===== config.mk =====
export PLATFORM = sky130hd
export DESIGN_NAME = sd_spi_host
export DESIGN_NICKNAME = d
export VERILOG_FILES = /design/src/rtl/sd_spi_host.sv
export SDC_FILE = /design/constraint.sdc
export NUM_CORES = 1
export LEC_CHECK = 0
export BUFFER_PORTS_ARGS = -buffer_cell sky130_fd_sc_hd__clkbuf_2
export CAP_MARGIN = 20
export CORE_MARGIN = 2
export CORE_UTILIZATION = 60
export DETAILED_ROUTE_END_ITERATION = 16
export PLACE_DENSITY = 0.83
export SYNTH_ARGS = -nofsm -noshare
export SYNTH_HDL_FRONTEND = slang
export SYNTH_SLANG_ARGS = --single-unit

===== constraint.sdc =====
create_clock -name clk -period 6.4 [get_ports clk]
set_input_delay 0.64 -clock clk [delete_from_list [all_inputs] [get_ports clk]]
set_output_delay 0.64 -clock clk [all_outputs]
set_load 0.005 [all_outputs]

===== src/rtl/sd_spi_host.sv =====
// sd_spi_host
// -----------------------------------------------------------------------------
// SPI-mode SD card host engine. It is the initiator side of the SD SPI link,
// working for the floppy controller. It does two kinds of operation:
//   - a raw single-byte exchange;
//   - a complete command frame: index, argument and CRC, followed by R1
//     polling with 0xFF fill bytes.
// The link runs in SPI mode 0, MSB first. sd_clk idles low, MOSI changes on
// the falling edge and MISO is sampled on the rising edge.
//
// Parameters:
//   SLOW_DIV  - sd_clk half-period in clk cycles when fast=0 (card init)
//   FAST_DIV  - sd_clk half-period in clk cycles when fast=1
//   RESP_POLL - number of 0xFF poll bytes sent before a command times out
//
// Ports:
//   clk, reset_n         - system clock, asynchronous active-low reset
//   cs_assert            - 1 selects the card (sd_dat3 driven low)
//   fast                 - divider select, latched when an operation starts
//   byte_start, byte_tx  - start pulse and data for a raw byte exchange
//   cmd_start, cmd_index,
//   cmd_arg              - start pulse, index and argument of a command frame
//   byte_rx              - last byte received by a raw exchange
//   r1                   - R1 response of the last command (0xFF on timeout)
//   busy, done           - operation in progress, one-cycle completion pulse
//   timeout              - last command got no R1 (held until next cmd_start)
//   sd_clk, sd_cmd       - SPI clock and MOSI
//   sd_dat               - MISO
//   sd_dat3              - card chip select, active low
//
// Configuration macro: SD_SPI_HOST_CRC7_EN
//   Defined:   the CRC7 of every command frame is computed in hardware.
//   Undefined: the CRC byte is a constant: 0x95 for CMD0, 0x87 for CMD8,
//              and 0xFF for every other command.
// -----------------------------------------------------------------------------
module sd_spi_host #(
  parameter int SLOW_DIV  = 64,
  parameter int FAST_DIV  = 1,
  parameter int RESP_POLL = 8
) (
  input  logic        clk,
  input  logic        reset_n,
  input  logic        cs_assert,
  input  logic        fast,
  input  logic        byte_start,
  input  logic [7:0]  byte_tx,
  input  logic        cmd_start,
  input  logic [5:0]  cmd_index,
  input  logic [31:0] cmd_arg,
  output logic [7:0]  byte_rx,
  output logic [7:0]  r1,
  output logic        busy,
  output logic        done,
  output logic        timeout,
  output logic        sd_clk,
  output logic        sd_cmd,
  input  logic        sd_dat,
  output logic        sd_dat3
);

  localparam int DivW  = 16;
  localparam int PollW = $clog2(RESP_POLL + 1);

  typedef enum logic [2:0] {
    IDLE     = 3'd0,
    XFER     = 3'd1,
    CMD_SEND = 3'd2,
    CMD_POLL = 3'd3,
    FINISH   = 3'd4
  } state_e;

  state_e            state_q, state_d;
  logic [DivW-1:0]   div_q, div_d;
  logic [DivW-1:0]   div_cnt_q, div_cnt_d;
  logic [3:0]        half_q, half_d;
  logic              sclk_q, sclk_d;
  logic              mosi_q, mosi_d;
  logic [7:0]        tx_sr_q, tx_sr_d;
  logic [7:0]        rx_sr_q, rx_sr_d;
  logic [2:0]        byte_idx_q, byte_idx_d;
  logic [PollW-1:0]  poll_q, poll_d;
  logic [5:0]        idx_q, idx_d;
  logic [31:0]       arg_q, arg_d;
  logic [7:0]        byte_rx_q, byte_rx_d;
  logic [7:0]        r1_q, r1_d;
  logic              timeout_q, timeout_d;
  logic              done_q, done_d;
  logic              cs_n_q, cs_n_d;

  logic              active;
  logic              tick;
  logic              byte_end;
  logic [2:0]        next_idx;
  logic [7:0]        frame_byte;
  logic [7:0]        crc_byte;
  logic              load_en;
  logic [7:0]        load_byte;

  // A tick marks the end of one sd_clk half-period. A byte ends on the
  // falling edge of its 16th half-period. The rising edge before that has
  // already shifted the last MISO bit into rx_sr_q.
  assign active   = (state_q == XFER) || (state_q == CMD_SEND) || (state_q == CMD_POLL);
  assign tick     = active && (div_cnt_q == (div_q - DivW'(1)));
  assign byte_end = tick && sclk_q && (half_q == 4'd15);

`ifdef SD_SPI_HOST_CRC7_EN
  // Bitwise CRC7 over the 40 bits {01, index, argument}.
  // Polynomial x^7 + x^3 + 1, register initialised to zero.
  function automatic logic [6:0] crc7(input logic [39:0] data);
    logic [6:0] c;
    logic       fb;
    c = 7'd0;
    for (int i = 39; i >= 0; i--) begin
      fb = data[i] ^ c[6];
      c  = {c[5:0], 1'b0};
      if (fb) begin
        c = c ^ 7'h09;
      end
    end
    return c;
  endfunction

  assign crc_byte = {crc7({2'b01, idx_q, arg_q}), 1'b1};
`else
  // Without the CRC engine, only the two commands a card checks in SPI mode
  // get a valid CRC byte.
  assign crc_byte = (idx_q == 6'd0) ? 8'h95 :
                    (idx_q == 6'd8) ? 8'h87 : 8'hFF;
`endif

  // Selects the frame byte that follows the one now on the wire.
  always_comb begin
    next_idx = byte_idx_q + 3'd1;
    case (next_idx)
      3'd1:    frame_byte = arg_q[31:24];
      3'd2:    frame_byte = arg_q[23:16];
      3'd3:    frame_byte = arg_q[15:8];
      3'd4:    frame_byte = arg_q[7:0];
      3'd5:    frame_byte = crc_byte;
      default: frame_byte = 8'hFF;
    endcase
  end

  // Next-state logic. The bit engine runs first. The FSM then overrides it
  // when a byte ends, so that the next byte's MSB goes out on the same
  // falling edge and there is no gap between bytes.
  always_comb begin
    state_d    = state_q;
    div_d      = div_q;
    div_cnt_d  = div_cnt_q;
    half_d     = half_q;
    sclk_d     = sclk_q;
    mosi_d     = mosi_q;
    tx_sr_d    = tx_sr_q;
    rx_sr_d    = rx_sr_q;
    byte_idx_d = byte_idx_q;
    poll_d     = poll_q;
    idx_d      = idx_q;
    arg_d      = arg_q;
    byte_rx_d  = byte_rx_q;
    r1_d       = r1_q;
    timeout_d  = timeout_q;
    done_d     = 1'b0;
    cs_n_d     = cs_n_q;
    load_en    = 1'b0;
    load_byte  = 8'hFF;

    if (active) begin
      if (tick) begin
        div_cnt_d = '0;
        half_d    = half_q + 4'd1;
        sclk_d    = ~sclk_q;
        if (!sclk_q) begin
          rx_sr_d = {rx_sr_q[6:0], sd_dat};
        end else if (half_q != 4'd15) begin
          tx_sr_d = {tx_sr_q[6:0], 1'b1};
          mosi_d  = tx_sr_q[6];
        end
      end else begin
        div_cnt_d = div_cnt_q + DivW'(1);
      end
    end

    case (state_q)
      IDLE: begin
        cs_n_d = ~cs_assert;
        if (cmd_start || byte_start) begin
          div_d = fast ? DivW'(FAST_DIV) : DivW'(SLOW_DIV);
        end
        if (cmd_start) begin
          state_d    = CMD_SEND;
          idx_d      = cmd_index;
          arg_d      = cmd_arg;
          byte_idx_d = 3'd0;
          timeout_d  = 1'b0;
          load_en    = 1'b1;
          load_byte  = {2'b01, cmd_index};
        end else if (byte_start) begin
          state_d   = XFER;
          load_en   = 1'b1;
          load_byte = byte_tx;
        end
      end
      XFER: begin
        if (byte_end) begin
          byte_rx_d = rx_sr_q;
          mosi_d    = 1'b1;
          state_d   = FINISH;
        end
      end
      CMD_SEND: begin
        if (byte_end) begin
          load_en = 1'b1;
          if (byte_idx_q == 3'd5) begin
            state_d   = CMD_POLL;
            poll_d    = '0;
            load_byte = 8'hFF;
          end else begin
            byte_idx_d = next_idx;
            load_byte  = frame_byte;
          end
        end
      end
      CMD_POLL: begin
        if (byte_end) begin
          if (!rx_sr_q[7]) begin
            r1_d      = rx_sr_q;
            timeout_d = 1'b0;
            mosi_d    = 1'b1;
            state_d   = FINISH;
          end else if (poll_q == PollW'(RESP_POLL - 1)) begin
            r1_d      = 8'hFF;
            timeout_d = 1'b1;
            mosi_d    = 1'b1;
            state_d   = FINISH;
          end else begin
            poll_d    = poll_q + PollW'(1);
            load_en   = 1'b1;
            load_byte = 8'hFF;
          end
        end
      end
      FINISH: begin
        done_d  = 1'b1;
        state_d = IDLE;
      end
      default: state_d = IDLE;
    endcase

    if (load_en) begin
      tx_sr_d   = load_byte;
      mosi_d    = load_byte[7];
      div_cnt_d = '0;
      half_d    = 4'd0;
      sclk_d    = 1'b0;
    end
  end

  // State and datapath registers. Reset aborts any bus activity at once and
  // returns the pins to their idle levels.
  always_ff @(posedge clk or negedge reset_n) begin
    if (!reset_n) begin
      state_q    <= IDLE;
      div_q      <= '0;
      div_cnt_q  <= '0;
      half_q     <= 4'd0;
      sclk_q     <= 1'b0;
      mosi_q     <= 1'b1;
      tx_sr_q    <= 8'hFF;
      rx_sr_q    <= 8'hFF;
      byte_idx_q <= 3'd0;
      poll_q     <= '0;
      idx_q      <= 6'd0;
      arg_q      <= 32'd0;
      byte_rx_q  <= 8'hFF;
      r1_q       <= 8'hFF;
      timeout_q  <= 1'b0;
      done_q     <= 1'b0;
      cs_n_q     <= 1'b1;
    end else begin
      state_q    <= state_d;
      div_q      <= div_d;
      div_cnt_q  <= div_cnt_d;
      half_q     <= half_d;
      sclk_q     <= sclk_d;
      mosi_q     <= mosi_d;
      tx_sr_q    <= tx_sr_d;
      rx_sr_q    <= rx_sr_d;
      byte_idx_q <= byte_idx_d;
      poll_q     <= poll_d;
      idx_q      <= idx_d;
      arg_q      <= arg_d;
      byte_rx_q  <= byte_rx_d;
      r1_q       <= r1_d;
      timeout_q  <= timeout_d;
      done_q     <= done_d;
      cs_n_q     <= cs_n_d;
    end
  end

  // busy also covers FINISH. It therefore falls in the same cycle that the
  // registered done pulse appears.
  assign busy    = (state_q != IDLE);
  assign done    = done_q;
  assign byte_rx = byte_rx_q;
  assign r1      = r1_q;
  assign timeout = timeout_q;
  assign sd_clk  = sclk_q;
  assign sd_cmd  = mosi_q;
  assign sd_dat3 = cs_n_q;

endmodule


==> metrics <==
status complete, no violations; R2R setup slack 3.38 ns; Vias 4,070; fmax 331.3 MHz; Cell Pwr Density 246.7 mW/mm^2; ys async rst share 100.0%; WL per Instance 17.89 um; max_slew headroom 47.83%; total track usage 26.53%; post-route setup TNS 0 ns; DRT antenna net count 0; syn_area_per_cell 10.84 sq um; htree depth 3; hold buffers post-CTS 0; Switching Power 433.5 uW; Critical Path RT 6.68 ns; worst path cell trace o21bai_1 > nor4_1 > o221ai_2 > a211o_1 > or2_1 > o31ai_2; skew final 0.02017 ns; Root Buffer clkbuf_8; final net count 618; largest net degree at the start of global routing 64; ys flop type dfrtp_1; Initial Util 61.45%; Internal Power 1.039 mW; worst slew pin tran 0.7826 ns; Synth cell types 63; cell count after synthesis 492; Final Critical Period 3.018 ns; total gr overflow 0; main area contributors after synthesis dfrtp_1 34%, dfstp_2 16%, mux2_2 9.5%; fin. max-slew vios 0; Layout fillers 660; vias in the first global route 4,166; Yosys reg bits 106; total clock sinks 106; final hold violation count 0; Worst Slack Setup Final 3.382 ns; clock-pin transition on the worst setup and hold timing paths 0.12 ns; Worst EP arrival 3.30 ns; # rows 34; crit path kind reg -> reg; Combinational Power Share 15.2%; CP max FO 21; RSZ-0062 raised after global routing no; Area growth, synth to finish 11.94%; Worst setup EP type flip-flop; Reg power frac 55.9%; CP peak stage delay 0.79 ns; share of layout cells above drive strength 1 34.05%; Clock Power Share 28.9%; fin crit share 47.16%; Post-synth EDFFs 0; drt total wl 11,970 um; GP Congestion 0.9004; DP HPWL 8409 um; Sw Share 29.44%; CTS buffer count 9; Synth area leader dfrtp_1; pre-CTS setup slack 3.318 ns; sequential cell area fraction in the yosys report 50.52%; top-area cell type share of the netlist area 34.26%; crit-path leading delay family compound AO/OA/AOI/OAI gates; synthesized cell area 0.005333 sq mm; Peak VDD IR 0.1284 mV; Max-Cap Viols 0; CTS tree built; drt drc 0; setup bufs post-CTS 0; Worst Path Buf+Inv 0; post-CTS resize count 0; drt first pass iters 5; P_leak 2.703 nW; Yosys warnings 0; die width 98.28 um; Hold Crit Class in -> async; most frequent cells in the layout 73 x dfrtp_1, 73 x clkbuf_2, 47 x nor2_1; Die Ht 98.28 um; Mapped Nets 554; highest-delay cell along the critical path dfrtp_1; first-pass GRT wire length 20,780 um; Antenna Diode Count 0; initial antenna violation count 0; Skew-Pair Late Insertion Delay 0.38 ns; core area 0.008678 sq mm; DR vias/cell 6.084; Buffers on Ports 74; final-report setup violation count 0; crit start category flip-flop; DRT iter0 DRCs 411; DIE AREA 0.009658 sq mm; buffer levels on the longest clock path 2; I/O pins 75
-- registers in the layout, indices dropped and copies added, names as in the netlist --
name        cells
byte_rx         8
timeout         1
arg_q          32
div_q           2
half_q          4
rx_sr_q         8
sd_dat3         1
byte_idx_q      3
idx_q           6
sd_cmd          1
sd_clk          1
state_q         3
poll_q          4
tx_sr_q         7
r1              8
done            1
div_cnt_q      16
-- layout make-up --
cell class	count	area (sq um)	area share (%)
Timing Repair Buffer	77	415.4	6.959
Clock buffer	10	127.6	2.138
Clock inverter	6	72.57	1.216
Multi-Input combinational cell	346	2465	41.29
Sequential cell	106	2694	45.13
Inverter	16	60.06	1.006
Tap cell	108	135.1	2.264
-- final timing paths --
check / from / endpoint / cells past startpoint
max: state_q[1] / poll_q[3] / 6
min in group clk: cs_assert / sd_dat3 / 2
max in group asynchronous: reset_n / div_cnt_q[13] / 2
min reg2reg: sd_dat3 / sd_dat3 / 2
max reg2reg: state_q[1] / poll_q[3] / 6
min: reset_n / arg_q[7] / 1
-- metrics by stage --
step	total power, mW	utilization (%)	cells	hold WS [ns]	instance area [sq um]
floorplan	0.9804	-	492	0.3444	5333
CTS	1.479	68.38	667	0.2445	5934
global placement	1.039	66.08	651	0.4670	5734
finish	1.473	68.79	669	0.2275	5969
global route	1.553	68.79	669	0.2511	5969
detailed placement	1.055	66.08	651	0.4742	5734
-- worst register-to-register path, stage by stage, from the launching register on --
cell and delay [ns]:
dfrtp_1 0.79, o21bai_1 0.39, nor4_1 0.43, o221ai_2 0.38, a211o_1 0.46, or2_1 0.28, o31ai_2 0.20
-- routing by layer --
metal	GRT usage, %	up-vias	share of wire, %
met2	43.36	132	49
met3	5.655	14	4.4
met5	0	-	0
met1	36.81	1995	45
met4	6.217	0	1.1
li1	-	1929	-
-- cell usage after synthesis (9+ instances only) --
cell type	number
nand3_1	20
clkbuf_1	9
inv_1	14
nor2_1	48
xor2_1	11
buf_2	10
ha_1	9
dfstp_2	33
mux2_2	45
nand2_1	23
o21ai_0	31
a21oi_1	32
dfrtp_1	73
-- kinds of logic after synthesis --
logic type | Yosys count | share of synthesized area [%]
muxes | 61 | 13.26
and+or+nand+nor | 145 | 14.20
AOI/OAI and AO/OA | 117 | 14.22
DFF | 106 | 50.52
xor gates and xnor gates | 14 | 2.299
adders and majority gates | 9 | 2.112
buffers and inverters | 40 | 3.402
-- power groups by stage --
stage	logic, mW	clock network, mW	registers (mW)
2_1_floorplan	0.173	0	0.808
3_3_place_gp	0.211	0	0.828
3_5_place_dp	0.223	0	0.832
4_1_cts	0.224	0.434	0.821
5_1_grt	0.255	0.463	0.835
6_report	0.225	0.425	0.823
Power figures use the tool's default switching activity.
